--- src/rtl/ps2_host_tx.sv ---
// PS/2 host-to-device transmitter.
// Sends one command byte to a PS/2 device. The host holds the clock low to
// inhibit the device, then requests to send. The device then clocks out the
// data bits, odd parity and the stop bit, and acknowledges the frame.
// Both lines are open-drain. A 1 on an *_oe output pulls that line low.
// Optional build macro: PS2_TX_ACK_CHECK_EN. When it is defined, a missing
// device acknowledge on the 11th falling edge reports err. When it is
// undefined, any 11th edge is accepted and err reports only timeouts.
// INHIBIT_CYCLES must be at least 2.
module ps2_host_tx #(
  parameter int INHIBIT_CYCLES = 2500,
  parameter int TIMEOUT_CYCLES = 500000
) (
  input  logic       clk,
  input  logic       rst,
  input  logic       start,
  input  logic [7:0] data_in,
  input  logic       ps2_clk_in,
  input  logic       ps2_dat_in,
  output logic       ps2_clk_oe,
  output logic       ps2_dat_oe,
  output logic       busy,
  output logic       done,
  output logic       err
);

  localparam int INH_W = $clog2(INHIBIT_CYCLES + 1);
  localparam int TO_W  = $clog2(TIMEOUT_CYCLES + 1);

  localparam logic [INH_W-1:0] INH_PRE  = INH_W'(INHIBIT_CYCLES - 2);
  localparam logic [INH_W-1:0] INH_LAST = INH_W'(INHIBIT_CYCLES - 1);
  localparam logic [TO_W-1:0]  TO_LAST  = TO_W'(TIMEOUT_CYCLES - 1);
  localparam logic [TO_W-1:0]  TO_MAX   = TO_W'(TIMEOUT_CYCLES);

  typedef enum logic [2:0] {
    IDLE,
    INHIBIT,
    REQ,
    SEND,
    ACK,
    WAIT_IDLE
  } state_t;

  state_t           state;
  logic             clk_sync_p0;
  logic             clk_sync_p1;
  logic             clk_sync_p2;
  logic             dat_sync_p0;
  logic             dat_sync_p1;
  logic             fall;
  logic             timed_out;
  logic             line_idle;
  logic [INH_W-1:0] inh_cnt;
  logic [TO_W-1:0]  to_cnt;
  logic [3:0]       bit_cnt;
  logic [7:0]       data_r;
  logic             parity_r;

  // Odd parity: the parity bit makes the total count of ones odd.
  function automatic logic odd_parity(input logic [7:0] d);
    return ~^d;
  endfunction

  // Device clock falling edge, as seen through the synchronizer.
  assign fall      = clk_sync_p2 & ~clk_sync_p1;
  // The silence limit is reached on this cycle unless an edge arrives now.
  assign timed_out = ~fall & (to_cnt == TO_LAST);
  assign line_idle = clk_sync_p1 & dat_sync_p1;

  // Two-flop synchronizers, plus a delayed copy of the clock for edge detection.
  always_ff @(posedge clk or negedge rst) begin
    if (!rst) begin
      clk_sync_p0 <= 1'b1;
      clk_sync_p1 <= 1'b1;
      clk_sync_p2 <= 1'b1;
      dat_sync_p0 <= 1'b1;
      dat_sync_p1 <= 1'b1;
    end else begin
      // stage p0 -> p1: metastability settling
      clk_sync_p0 <= ps2_clk_in;
      dat_sync_p0 <= ps2_dat_in;
      clk_sync_p1 <= clk_sync_p0;
      dat_sync_p1 <= dat_sync_p0;
      // stage p1 -> p2: previous synced clock for the falling-edge compare
      clk_sync_p2 <= clk_sync_p1;
    end
  end

  // Transfer sequencer. It also owns the line drivers, the status pulses and the counters.
  always_ff @(posedge clk or negedge rst) begin
    if (!rst) begin
      state      <= IDLE;
      ps2_clk_oe <= 1'b0;
      ps2_dat_oe <= 1'b0;
      busy       <= 1'b0;
      done       <= 1'b0;
      err        <= 1'b0;
      inh_cnt    <= '0;
      to_cnt     <= '0;
      bit_cnt    <= '0;
      data_r     <= '0;
      parity_r   <= 1'b0;
    end else begin
      done <= 1'b0;
      err  <= 1'b0;

      // The silence timer restarts on every device edge and saturates.
      if (fall) begin
        to_cnt <= '0;
      end else if (to_cnt != TO_MAX) begin
        to_cnt <= to_cnt + 1'b1;
      end

      case (state)
        IDLE: begin
          to_cnt  <= '0;
          inh_cnt <= '0;
          bit_cnt <= '0;
          if (start) begin
            data_r     <= data_in;
            parity_r   <= odd_parity(data_in);
            ps2_clk_oe <= 1'b1;
            busy       <= 1'b1;
            state      <= INHIBIT;
          end
        end

        INHIBIT: begin
          inh_cnt <= inh_cnt + 1'b1;
          // Pull data low during the final inhibit cycle. This is the start bit.
          if (inh_cnt == INH_PRE) begin
            ps2_dat_oe <= 1'b1;
          end
          if (inh_cnt == INH_LAST) begin
            ps2_clk_oe <= 1'b0;
            to_cnt     <= '0;
            state      <= REQ;
          end
        end

        REQ: begin
          if (fall) begin
            ps2_dat_oe <= ~data_r[0];
            bit_cnt    <= 4'd1;
            state      <= SEND;
          end else if (timed_out) begin
            ps2_clk_oe <= 1'b0;
            ps2_dat_oe <= 1'b0;
            busy       <= 1'b0;
            err        <= 1'b1;
            state      <= IDLE;
          end
        end

        SEND: begin
          if (fall) begin
            bit_cnt <= bit_cnt + 4'd1;
            if (bit_cnt < 4'd8) begin
              ps2_dat_oe <= ~data_r[bit_cnt[2:0]];
            end else if (bit_cnt == 4'd8) begin
              ps2_dat_oe <= ~parity_r;
            end else begin
              // Release data for the stop bit and wait for the acknowledge.
              ps2_dat_oe <= 1'b0;
              state      <= ACK;
            end
          end else if (timed_out) begin
            ps2_clk_oe <= 1'b0;
            ps2_dat_oe <= 1'b0;
            busy       <= 1'b0;
            err        <= 1'b1;
            state      <= IDLE;
          end
        end

        ACK: begin
          if (fall) begin
`ifdef PS2_TX_ACK_CHECK_EN
            if (!dat_sync_p1) begin
              state <= WAIT_IDLE;
            end else begin
              busy  <= 1'b0;
              err   <= 1'b1;
              state <= IDLE;
            end
`else
            state <= WAIT_IDLE;
`endif
          end else if (timed_out) begin
            ps2_clk_oe <= 1'b0;
            ps2_dat_oe <= 1'b0;
            busy       <= 1'b0;
            err        <= 1'b1;
            state      <= IDLE;
          end
        end

        WAIT_IDLE: begin
          if (line_idle) begin
            busy  <= 1'b0;
            done  <= 1'b1;
            state <= IDLE;
          end else if (timed_out) begin
            ps2_clk_oe <= 1'b0;
            ps2_dat_oe <= 1'b0;
            busy       <= 1'b0;
            err        <= 1'b1;
            state      <= IDLE;
          end
        end

        default: begin
          ps2_clk_oe <= 1'b0;
          ps2_dat_oe <= 1'b0;
          busy       <= 1'b0;
          state      <= IDLE;
        end
      endcase
    end
  end

endmodule

--- config.mk ---
export PLATFORM = sky130hd
export DESIGN_NAME = ps2_host_tx
export DESIGN_NICKNAME = d
export VERILOG_FILES = /design/src/rtl/ps2_host_tx.sv
export SDC_FILE = /design/constraint.sdc
export NUM_CORES = 1
export LEC_CHECK = 0
export ABC_AREA = 1
export CAP_MARGIN = 20
export CORE_ASPECT_RATIO = 1.75
export CORE_UTILIZATION = 50
export DETAILED_ROUTE_END_ITERATION = 7
export DONT_BUFFER_PORTS = 1
export GPL_TIMING_DRIVEN = 0
export PLACE_DENSITY_LB_ADDON = 0.2
export RECOVER_POWER = 25
export SLEW_MARGIN = 20
export SYNTH_ARGS = -nofsm -noshare
export SYNTH_HDL_FRONTEND = slang
export SYNTH_SLANG_ARGS = --single-unit
--- constraint.sdc ---
create_clock -name clk -period 2.2 [get_ports clk]
set_input_delay 0.33 -clock clk [delete_from_list [all_inputs] [get_ports clk]]
set_output_delay 0.33 -clock clk [all_outputs]
set_load 0.005 [all_outputs]
==> reports/summary.md, run 1 <==
The flow ran to the end, and the final reports show no timing, DRC or antenna violations. The first global-routing pass estimated 12100 microns of wire. The average size of a mapped cell was 7.91 sq um.

The first routing iteration left 103 violations. The number of nets handed over by synthesis was 443. Clock-pin slew was measured on the worst setup and hold paths at 0.05 ns. Sorting the synthesized cells by area gives the leading types as dfrtp_1 (39%), nand2_1 (11%), nor2_1 (5.3%), inv_1 (5.2%), dfstp_2 (4.0%). The root buffer selected by CTS is clkbuf_16. The fraction of layout instances using a drive strength above 1 is 15.5%. The tools report the arrival time at the worst endpoint as 2.12 ns.

The first detailed-routing pass took 4 iterations. In the layout the commonest cells are nand2_1 (95), dfrtp_1 (52), nor2_1 (47). The floorplan step defined a die boundary enclosing 6990 sq um. Counting I/O delays and the setup requirement, the final critical path takes 1.91 ns. In the final layout, flip-flops and latches occupy 1430 sq um. The die width was 63.6 microns; the buffers inserted during post-CTS setup optimization was 0. Detailed routing inserted a total of 2769 vias. The clock tree buffer depth was 2; the final count of pins violating max slew was 0. The count of buffers added on input and output ports is 0. The run gives 0.00382 W as the overall power after layout. In this run the worst path has a maximum fanout of 9.

The post-route fraction of the period consumed by the critical path works out to 86.8%. The initialized floorplan defines 39 standard-cell rows. From synthesis to final layout, the design area changed by 12.8%. Fill cells in the final layout number 599. In the synthesized netlist, the number of instances is 420.

Effective utilization at floorplan: 51.2%. Summed over all instances, the cell type with the most area after synthesis is dfrtp_1. Hold violation count in the final report: 0. The run gives 1.70 nW as the leakage power summed over all cells. The core region is 6490 sq um. 0 antenna diodes ended up in the layout. For the final wirelength, the log shows 7120 microns. During synthesis, Yosys emitted a total of 0 warnings. Setup violations remaining at the end of the flow were counted as 0.

Based on the critical path, the design can be clocked at up to 0.524 GHz. For this run, design rule violations remaining after detail routing come to 0. For the initial antenna violation count, the log shows 0.

For the largest vdd supply drop, the log shows 0.776 mV. The clock sink count was 57; the fraction of the yosys area taken by sequential cells was 43.1%. STA classifies the critical path endpoint as a flop.

In the routed layout, each cell is associated on average with a via count of 5.30. The count of H-tree levels built during CTS is 3, and the area of combinational cells with multiple inputs is 1650 sq um. At the pin with the least slew margin, the transition time is 1.40 ns. The worst clock skew on the final layout was 0.00555 ns. The critical path is of the reg2reg type. The routed length per instance was 13.6 microns. The critical path data required time came out at 2.41 ns. The maximum number of pins on one net before global-route repair is 58. The netlist uses 41 different library cells. The type of the worst min-delay path is in2reg. At the later pin of the worst-skew pair, clock insertion delay measures 0.33 ns. At the end of routability-driven placement, the weighted congestion stood at 0.920. The number of buffers created by CTS came out at 9.

The aggregate global-route resource usage was 23.0%. The type of origin of the critical path was a flop. Adding up every negative setup slack in the final design gives 0 ns. Setup repair after global routing left no endpoint under its margin.

The logs give 2773 for the via count of the first global-routing pass and 5440 microns for the post-DP HPWL. For this design the ratio of total power to cell area is 1020 nW/um^2. The flip-flop and latch count after synthesis was 57; the layout net count was 458.

For this run the aggregate overflow at the end of global routing stands at 0. The most common cell after layout, fill and taps aside was nand2_1. 18 I/O pins were placed. The height of the die was 110 microns. The area share of the largest cell type after synthesis is 39.2%. Headroom to the max-slew limit came out at 6.89%. The cell area after synthesis came out at 3320 sq um. The tool flagged a number of max-cap violations equal to 0.

TritonCTS built the clock tree. The residual antenna-violating net count after detailed routing was 0.
[stage by stage]
step / hold slack (ns) / std cells / utilization, % / worst slack, ns / cell area, sq um
after floorplan: 0.0344 / 420 / - / 0.536 / 3320
after CTS: 0.124 / 522 / 58.1 / 0.289 / 3770
after global placement: 0.0360 / 502 / 52.8 / 0.324 / 3420
after detailed placement: 0.0361 / 502 / 52.8 / 0.305 / 3420
after global routing: 0.136 / 522 / 57.7 / 0.116 / 3750
final: 0.126 / 522 / 57.7 / 0.290 / 3750
[report_power, final]
group | switching [W] | internal, W
Combinational | 0.000767 | 0.000390
Clock | 0.000455 | 0.000851
Sequential | 0.000127 | 0.00123
Total | 0.00135 | 0.00247
[area by class of cell]
class / count / share of cell area, %
sequential: 57 / 38.2
clock inverter: 2 / 0.334
tap: 82 / 2.74
timing repair buffer: 4 / 0.935
clock buffer: 14 / 7.31
multi-input combinational: 304 / 44.1
buffer: 5 / 0.902
inverter: 54 / 5.48
[logic make-up (layout without fill, tap and decap cells)]
group,after synthesis,count (layout),synth area share [%]
AO/OA/AOI/OAI,54,54,9.23
buffers and inverters,59,79,7.19
flip-flops,57,57,43.1
XOR/XNOR,15,15,3.95
AND/OR/NAND/NOR,225,225,32.7
adder cells (fa/ha/maj),10,10,3.77
[path summary, 6_finish.rpt]
kind / startpoint / endpoint / slack [ns] / cells after the start
setup reg to reg: state[2] / inh_cnt[9] / 0.29 / 10
hold reg to reg: dat_sync_p0 / dat_sync_p1 / 0.36 / 0
min in group asynchronous: rst / to_cnt[8] / 0.89 / 2
setup / recovery: state[2] / inh_cnt[9] / 0.29 / 10
max in group asynchronous: rst / inh_cnt[3] / 0.48 / 2
hold / removal: data_in[4] / data_r[4] / 0.13 / 2
[synthesized netlist by cell type, drive strengths merged]
| cell | n |
|---|---|
| dfstp | 5 |
| nand3b | 1 |
| ha | 10 |
| a21oi | 19 |
| or2 | 2 |
| nor3 | 15 |
| a31oi | 4 |
| buf | 5 |
| nand3 | 27 |
| nand4 | 9 |
| o22ai | 6 |
| nor2 | 59 |
| o211ai | 1 |
| dfrtp | 52 |
| o21a | 2 |
| a41oi | 1 |
| xnor2 | 7 |
| o21ai | 19 |
| nand2 | 107 |
| xor2 | 8 |
| nor4 | 1 |
| a21boi | 2 |
| nor3b | 4 |
| inv | 54 |
[flip-flops by register name, summed over array words and instances (netlist names), 3 cells and up]
signal and flops:
state 3, to_cnt 19, data_r 8, inh_cnt 12, bit_cnt 4
[metal layers]
layer  routed length [microns]  up-vias  GRT usage, %
met5                         0        -             0
met4                       227        0          12.7
met1                      2610     1314          22.2
li1                          -     1390             -
met2                      4100       47          44.8
met3                       188       18          4.25
[repair_timing]
item | 4_1_cts | 5_1_grt
setup endpoints to repair | 0 | 0
resized for setup | 0 | 0
hold endpoints to repair | 59 | 0
hold buffers | 4 | 0
[worst max-delay path, stage by stage, from the launching register on]
cell	delay [ns]
dfrtp_1	0.46
inv_2	0.17
ha_1	0.20
buf_4	0.17
nand2_1	0.10
nor2_2	0.15
nand2_2	0.08
nor2_4	0.12
nand2_2	0.09
nor3_1	0.18
nor3b_2	0.07
No activity file was read; power rests on OpenSTA's default activity.
==> run 2: changes to the inputs <==
CORE_MARGIN = 2   (was not set)
CORE_UTILIZATION = 60   (was 50)
clock period = 2.5 ns   (was 2.2 ns; I/O delays follow)
==> run 2 against run 1 <==
  * Fmax fell by 0.85%
  * Sequential share of layout area rose by 1.4 points
  * Count of clock-buffer cells in the layout fell by 3
  * Critical path type unchanged
==> reports/summary.md, run 2 (same netlist as run 1, synthesis figures left out) <==
The critical path goes through inv_2 -> ha_1 -> buf_4 -> nand2_1 -> nor2_2 -> nand2_2 -> nor2_4 -> nand2_2 -> nor3_1 -> nor3b_2. The worst clock skew on the final layout was 0.00846 ns (+0.00292 ns); the fraction of power consumed by the clock network was 26.2% (-8.0 points). The fraction of layout instances using a drive strength above 1 works out to 16.0% (+0.53 points).

The highest net fanout along the worst path was 9 (unchanged); the sequential fraction of design power was 40.0% (+4.5 points). The layout net count was 456 (-0.44%); the buffers inserted during post-CTS setup optimization was 0 (unchanged). The filler-free cell count of the finished design was 512 (-1.9%); the maximum number of pins on one net before global-route repair was 58 (unchanged).

The critical path data required time was 2.72 ns (+0.31 ns). The type of the worst min-delay path is in2reg. The number of DRC violations after detailed routing is 0 (unchanged), and the die width is 60.2 microns (-5.3%). The relative slew slack was 8.83% (+1.9 points). The area of the core region is 5300 sq um (-18%). The total of max-cap violations is 0 (unchanged). On the critical path the largest part of the delay comes from simple AND/OR/NAND/NOR gates. The number of placed cells counting well taps was 494 (-1.6%). The height of the die works out to 102 microns (-6.7%).

The sum of buffers and inverters on the critical path was 2 (unchanged); the arrival time at the worst endpoint was 2.15 ns (+0.03 ns). The largest register by flop count was to_cnt. Slowest stage cell on the critical path: dfrtp_1.

The largest vdd supply drop is 0.580 mV (-25%). The accumulated negative setup slack is 0 ns (unchanged). The residual antenna-violating net count after detailed routing was 0 (unchanged); the clock-pin slew on the worst setup and hold paths was 0.07 ns (+0.02 ns). The cell area power density was 828 nW/um^2 (-19%). The switching power of the nets was 0.00116 W (-14%).

The largest registers in the layout are to_cnt (19), inh_cnt (12), data_r (8). The hold violation count in the final report was 0 (unchanged). Leaving out fill and tap cells, the most frequent cell in the layout is nand2_1. The flow ran to the end, and the final reports show no timing, DRC or antenna violations. The global-route wire length before repair was 11900 microns (-1.9%).

The type of origin of the critical path is a flop. For the clock sink count, the log shows 57 (unchanged). The run gives 3610 sq um (-3.6%) as the design area.

The effective utilization at floorplan came out at 62.7% (+12 points). The cell sitting at the root of the clock tree is a clkbuf_8. The length of the first detailed-routing pass in iterations was 4 (unchanged); the total cell area at the placement stage was 3410 sq um (-0.29%).

The final wirelength was 6910 microns (-3.0%); the worst hold margin was 0.0273 ns (-0.0988 ns). The worst setup path is captured at a flop. TritonCTS built the clock tree. The tools report the post-DP HPWL as 5270 microns (-3.1%). The final standard cell utilization of the core was 68.1% (+10 points). The maximum clock rate came out at 0.519 GHz (-0.85%). Share of total power in combinational logic: 33.8% (+3.5 points). The aggregate global-route resource usage is 25.8% (+2.7 points), and the largest stage delay on the critical path is 0.50 ns (+0.04 ns). The initial antenna violation count was 0 (unchanged). The total die area is 6170 sq um (-12%), and the weighted congestion reported at the end of routability-driven placement is 0.881 (-4.2%). The via count of the first global-routing pass is 2784 (+0.40%), and the number of inserted diodes is 0 (unchanged). The tools report the leakage power summed over all cells as 1.65 nW (-3.3%).

The worst-skew pair later-pin latency was 0.34 ns (about the same); the transition time at the pin with the least slew margin was 1.37 ns (-0.0290 ns). The number of flip-flops under the largest register name is 19 (unchanged), and the number of ports placed on the die boundary is 18 (unchanged). The share of total power consumed by net switching came out at 38.9% (+3.6 points). Cell internal power dissipation: 0.00183 W (-26%). The area overhead of the layout relative to synthesis is 8.70%. The logs give 0 (unchanged) for the count of final setup violators and 2 (unchanged) for the clock tree buffer depth. In the layout the commonest cells are nand2_1 (95), dfrtp_1 (52), nor2_1 (47). The time the worst path needs with I/O delays and setup was 1.93 ns (+0.0164 ns).

The run gives 2771 (+0.072%) as the via total after detailed routing. The remaining global-route overflow was 0 (unchanged). The critical setup path kind is reg2reg. The number of standard-cell rows in the floorplan is 35 (-10%).

The run gives 95 (-7.8%) as the violation count after the first detailed-routing iteration. The count of H-tree levels built during CTS came out at 3 (unchanged). In this design, the critical path's most frequently occurring cell is nand2_2.

The routed length per instance is 13.5 microns (-1.1%), and the final count of pins violating max slew is 0 (unchanged). Post-route fraction of the period consumed by the critical path: 77.0% (-9.8 points). The count of buffers from port buffering was 0 (unchanged). Setup repair after global routing left no endpoint under its margin. The via density per instance came out at 5.41 (+2.0%). The number of buffers created by CTS came out at 9 (unchanged).
[run 2: cell type report]
cell class / instances / area [sq um]
sequential: 57 / 1430
multi-input combinational: 304 / 1650
buffer: 5 / 33.8
timing repair buffer: 2 / 15.0
clock inverter: 5 / 30.0
fill: 445 / 1690
inverter: 54 / 205
clock buffer: 11 / 151
tap: 74 / 92.6
[run 2: path summary, 6_finish.rpt]
check | end | cells past startpoint | from | slack [ns]
hold / removal | clk_sync_p0 | 0 | ps2_clk_in | 0.03
setup / recovery | inh_cnt[9] | 10 | state[1] | 0.57
min in group asynchronous | err | 2 | rst | 0.90
setup reg to reg | inh_cnt[9] | 10 | state[1] | 0.57
max in group asynchronous | state[0] | 2 | rst | 0.77
hold reg to reg | dat_sync_p1 | 0 | dat_sync_p0 | 0.36
[run 2: metal layers]
metal  global-route usage, %  vias to the layer above  share of wire [%]
met4                    12.5                        0                3.3
met1                    26.5                     1303                 37
met5                       0                        -                  0
li1                        -                     1387                  -
met2                    47.5                       63                 56
met3                    5.19                       18                3.3
[run 2: power groups by stage]
| stage | logic, W | clock network, W | registers (W) |
|---|---|---|---|
| floorplan | 0.000779 | 0 | 0.00118 |
| global placement | 0.000967 | 0 | 0.00121 |
| detailed placement | 0.000989 | 0 | 0.00121 |
| CTS | 0.00102 | 0.000791 | 0.00120 |
| global route | 0.00115 | 0.000834 | 0.00121 |
| finish | 0.00101 | 0.000782 | 0.00120 |
[run 2: what timing repair did]
| item | 4_1_cts | 5_1_grt |
|---|---|---|
| endpoints found under the hold margin | 57 | 0 |
| hold buffers | 2 | 0 |
| setup endpoints to repair | 0 | 0 |
| resized for setup | 0 | 0 |
[run 2: per-stage QoR]
step	setup WS, ns	total power (W)
global placement	0.663	0.00218
CTS	0.600	0.00301
finish	0.574	0.00299
detailed placement	0.615	0.00220
global route	0.437	0.00319
floorplan	0.836	0.00196
[run 2: worst reg2reg max path, cell delays in order, from the launching register on]
cell,delay (ns)
dfrtp_1,0.50
inv_2,0.16
ha_1,0.16
buf_4,0.16
nand2_1,0.10
nor2_2,0.16
nand2_2,0.08
nor2_4,0.12
nand2_2,0.09
nor3_1,0.21
nor3b_2,0.07
==> run 3: changes to the inputs <==
clock period = 1.8 ns   (was 2.5 ns; I/O delays follow)
==> run 3 against run 2 <==
  * Register-to-register slack got worse by 0.53 ns
  * Fmax is 10% higher
  * Utilization rose by 2.3 points
  * Design area increased by 3.4%
==> reports/summary.md, run 3 (same netlist as run 1, synthesis figures left out) <==
Violation count after the first detailed-routing iteration: 137 (+44%). The type of the worst min-delay path is in2reg. The logs give 2 (unchanged) for the clock tree buffer depth and 7090 microns (+2.5%) for the final wirelength.

The global-route wire length before repair was 12000 microns (+0.99%); the routed length per instance was 13.7 microns (+1.2%). The total of max-cap violations is 0 (unchanged). The time the worst path needs with I/O delays and setup works out to 1.75 ns (-0.174 ns).

The tools report the sink of the worst hold path as data_r[3]. In this run the critical register-to-register path is launched from state[1]. Via density per instance: 5.44 (+0.43%). The largest vdd supply drop is 0.806 mV (+39%). The critical setup path kind was reg2reg. The worst hold path stage count works out to 2 (+2). The number of standard-cell rows in the floorplan is 35 (unchanged).

The tools report the startpoint of the worst hold path as data_in[3]. The filler-free cell count of the finished design was 519 (+1.4%); the area of the core region was 5300 sq um (unchanged). STA classifies the critical path endpoint as a flop. The tools report the residual antenna-violating net count after detailed routing as 0 (unchanged). The endpoint identified for the worst register-to-register timing path is inh_cnt[10]. The final count of pins violating max slew was 0 (unchanged); the relative slew slack was 50.1% (+41 points).

The number of cells traversed by the worst register-to-register path came out at 9 (-1). The height of the die was 102 microns (unchanged). The via total after detailed routing is 2821 (+1.8%), and the number of DRC violations after detailed routing is 0 (unchanged). The clock-pin slew on the worst setup and hold paths works out to 0.07 ns (about the same).

The tools report the layout net count as 463 (+1.5%). The highest net fanout along the worst path was 9 (unchanged); the leakage power summed over all cells was 1.70 nW (+3.4%). The flow ran to the end, and the final reports show no timing, DRC or antenna violations. The initial antenna violation count is 0 (unchanged), and the die width is 60.2 microns (unchanged).

Transition time at the pin with the least slew margin: 0.748 ns (-0.620 ns). The most common cell after layout, fill and taps aside is nand2_1. STA classifies the critical path startpoint as a flop. The run gives 0.05 ns (-0.53 ns) as the reg2reg setup slack.

The cell area power density was 1130 nW/um^2 (+36%). The length of the first detailed-routing pass in iterations is 4 (unchanged). The top cell types in the final layout, fill and taps aside, are nand2_1 (94), dfrtp_1 (50), nor2_1 (47).

Number of placed cells counting well taps: 494 (unchanged). The post-route fraction of the period consumed by the critical path was 97.3% (+20 points). The critical path data required time came out at 2.02 ns (-0.70 ns).

The tools report the root buffer selected by CTS as clkbuf_8. The maximum clock rate came out at 0.571 GHz (+10%). The logs give 9 (unchanged) for the number of buffers created by CTS and 57 (unchanged) for the clock sink count. The fraction of layout instances using a drive strength above 1 came out at 18.7% (+2.7 points). The count of final setup violators was 0 (unchanged).

The logs give 6170 sq um (unchanged) for the total die area and 0 (unchanged) for the hold violation count in the final report. For the count of H-tree levels built during CTS, the log shows 3 (unchanged). The largest register by flop count was to_cnt.

Worst hold margin: 0.0569 ns (+0.0296 ns). TritonCTS built the clock tree. In the final layout, the registers with the most flip-flops are to_cnt (19), inh_cnt (12), data_r (8). The logs give 62.7% (unchanged) for the effective utilization at floorplan and 0 (unchanged) for the number of inserted diodes. For the post-DP HPWL, the log shows 5270 microns (unchanged). From synthesis to final layout, the design area changed by 12.4%. The accumulated negative setup slack came out at 0 ns (unchanged). The number of flip-flops under the largest register name came out at 19 (unchanged).

The tools report the worst clock skew on the final layout as 0.00978 ns (+0.00132 ns). Via count of the first global-routing pass: 2802 (+0.65%). The weighted congestion reported at the end of routability-driven placement was 0.881 (unchanged); the worst-skew pair later-pin latency was 0.34 ns (about the same).

The tools report the number of ports placed on the die boundary as 18 (unchanged). The run gives 0 (unchanged) as the remaining global-route overflow. The maximum number of pins on one net before global-route repair was 58 (unchanged). The count of buffers from port buffering came out at 0 (unchanged). The overall power after layout was 0.00421 W (+41%); the arrival time at the worst endpoint was 1.97 ns (-0.18 ns). Setup repair after global routing could not meet its margin everywhere. The aggregate global-route resource usage was 26.0% (+0.23 points).
## run 3: final cells by class
| type | count | area (sq um) |
|---|---|---|
| sequential | 57 | 1440 |
| clock buffer | 11 | 151 |
| buffer | 5 | 37.5 |
| clock inverter | 5 | 30.0 |
| fill | 421 | 1570 |
| inverter | 54 | 208 |
| multi-input combinational | 304 | 1700 |
| timing repair buffer | 9 | 75.1 |
| tap | 74 | 92.6 |
## run 3: critical path: stages, from the launching register on
cell and delay (ns):
dfrtp_2 0.43, inv_4 0.09, ha_1 0.16, buf_6 0.14
nand3_2 0.12, nor2_4 0.17, nand3_4 0.11, nor3_4 0.23
buf_4 0.14, a21oi_2 0.04
## run 3: stage by stage
stage,worst slack [ns],utilization [%],cell area [sq um]
final,0.0482,70.5,3730
after global routing,-0.0428,70.5,3730
after CTS,0.0376,69.4,3670
after detailed placement,-0.0846,64.4,3410
after global placement,-0.0375,64.4,3410
after floorplan,0.136,-,3320
## run 3: worst max path at each step
stage / startpoint / to / slack (ns)
final: state[1] / inh_cnt[10] / 0.05
after global routing: state[1] / inh_cnt[10] / -0.04
after CTS: state[1] / inh_cnt[9] / 0.04
after detailed placement: state[1] / inh_cnt[9] / -0.08
after global placement: state[1] / inh_cnt[9] / -0.04
after floorplan: state[1] / inh_cnt[9] / 0.14
## run 3: report_power, final
part / switching, W / internal (W) / total (W)
Combinational: 0.000975 / 0.000497 / 0.00147
Sequential: 0.000153 / 0.00150 / 0.00166
Clock: 0.000521 / 0.000566 / 0.00109
Total: 0.00165 / 0.00257 / 0.00421
## run 3: repair_timing
item	CTS	global route
pin swaps	0	3
gates resized for setup	2	13
setup endpoints to repair	4	6
hold endpoints to repair	59	0
hold buffers	4	0
setup buffers	2	3
## run 3: per-layer routing
metal  GRT usage (%)  up-vias  share of wire [%]
met4            12.5        0                3.7
met1            26.8     1319                 37
met2            47.9       77                 56
met5               0        -                  0
met3            5.19       28                3.5
li1                -     1397                  -
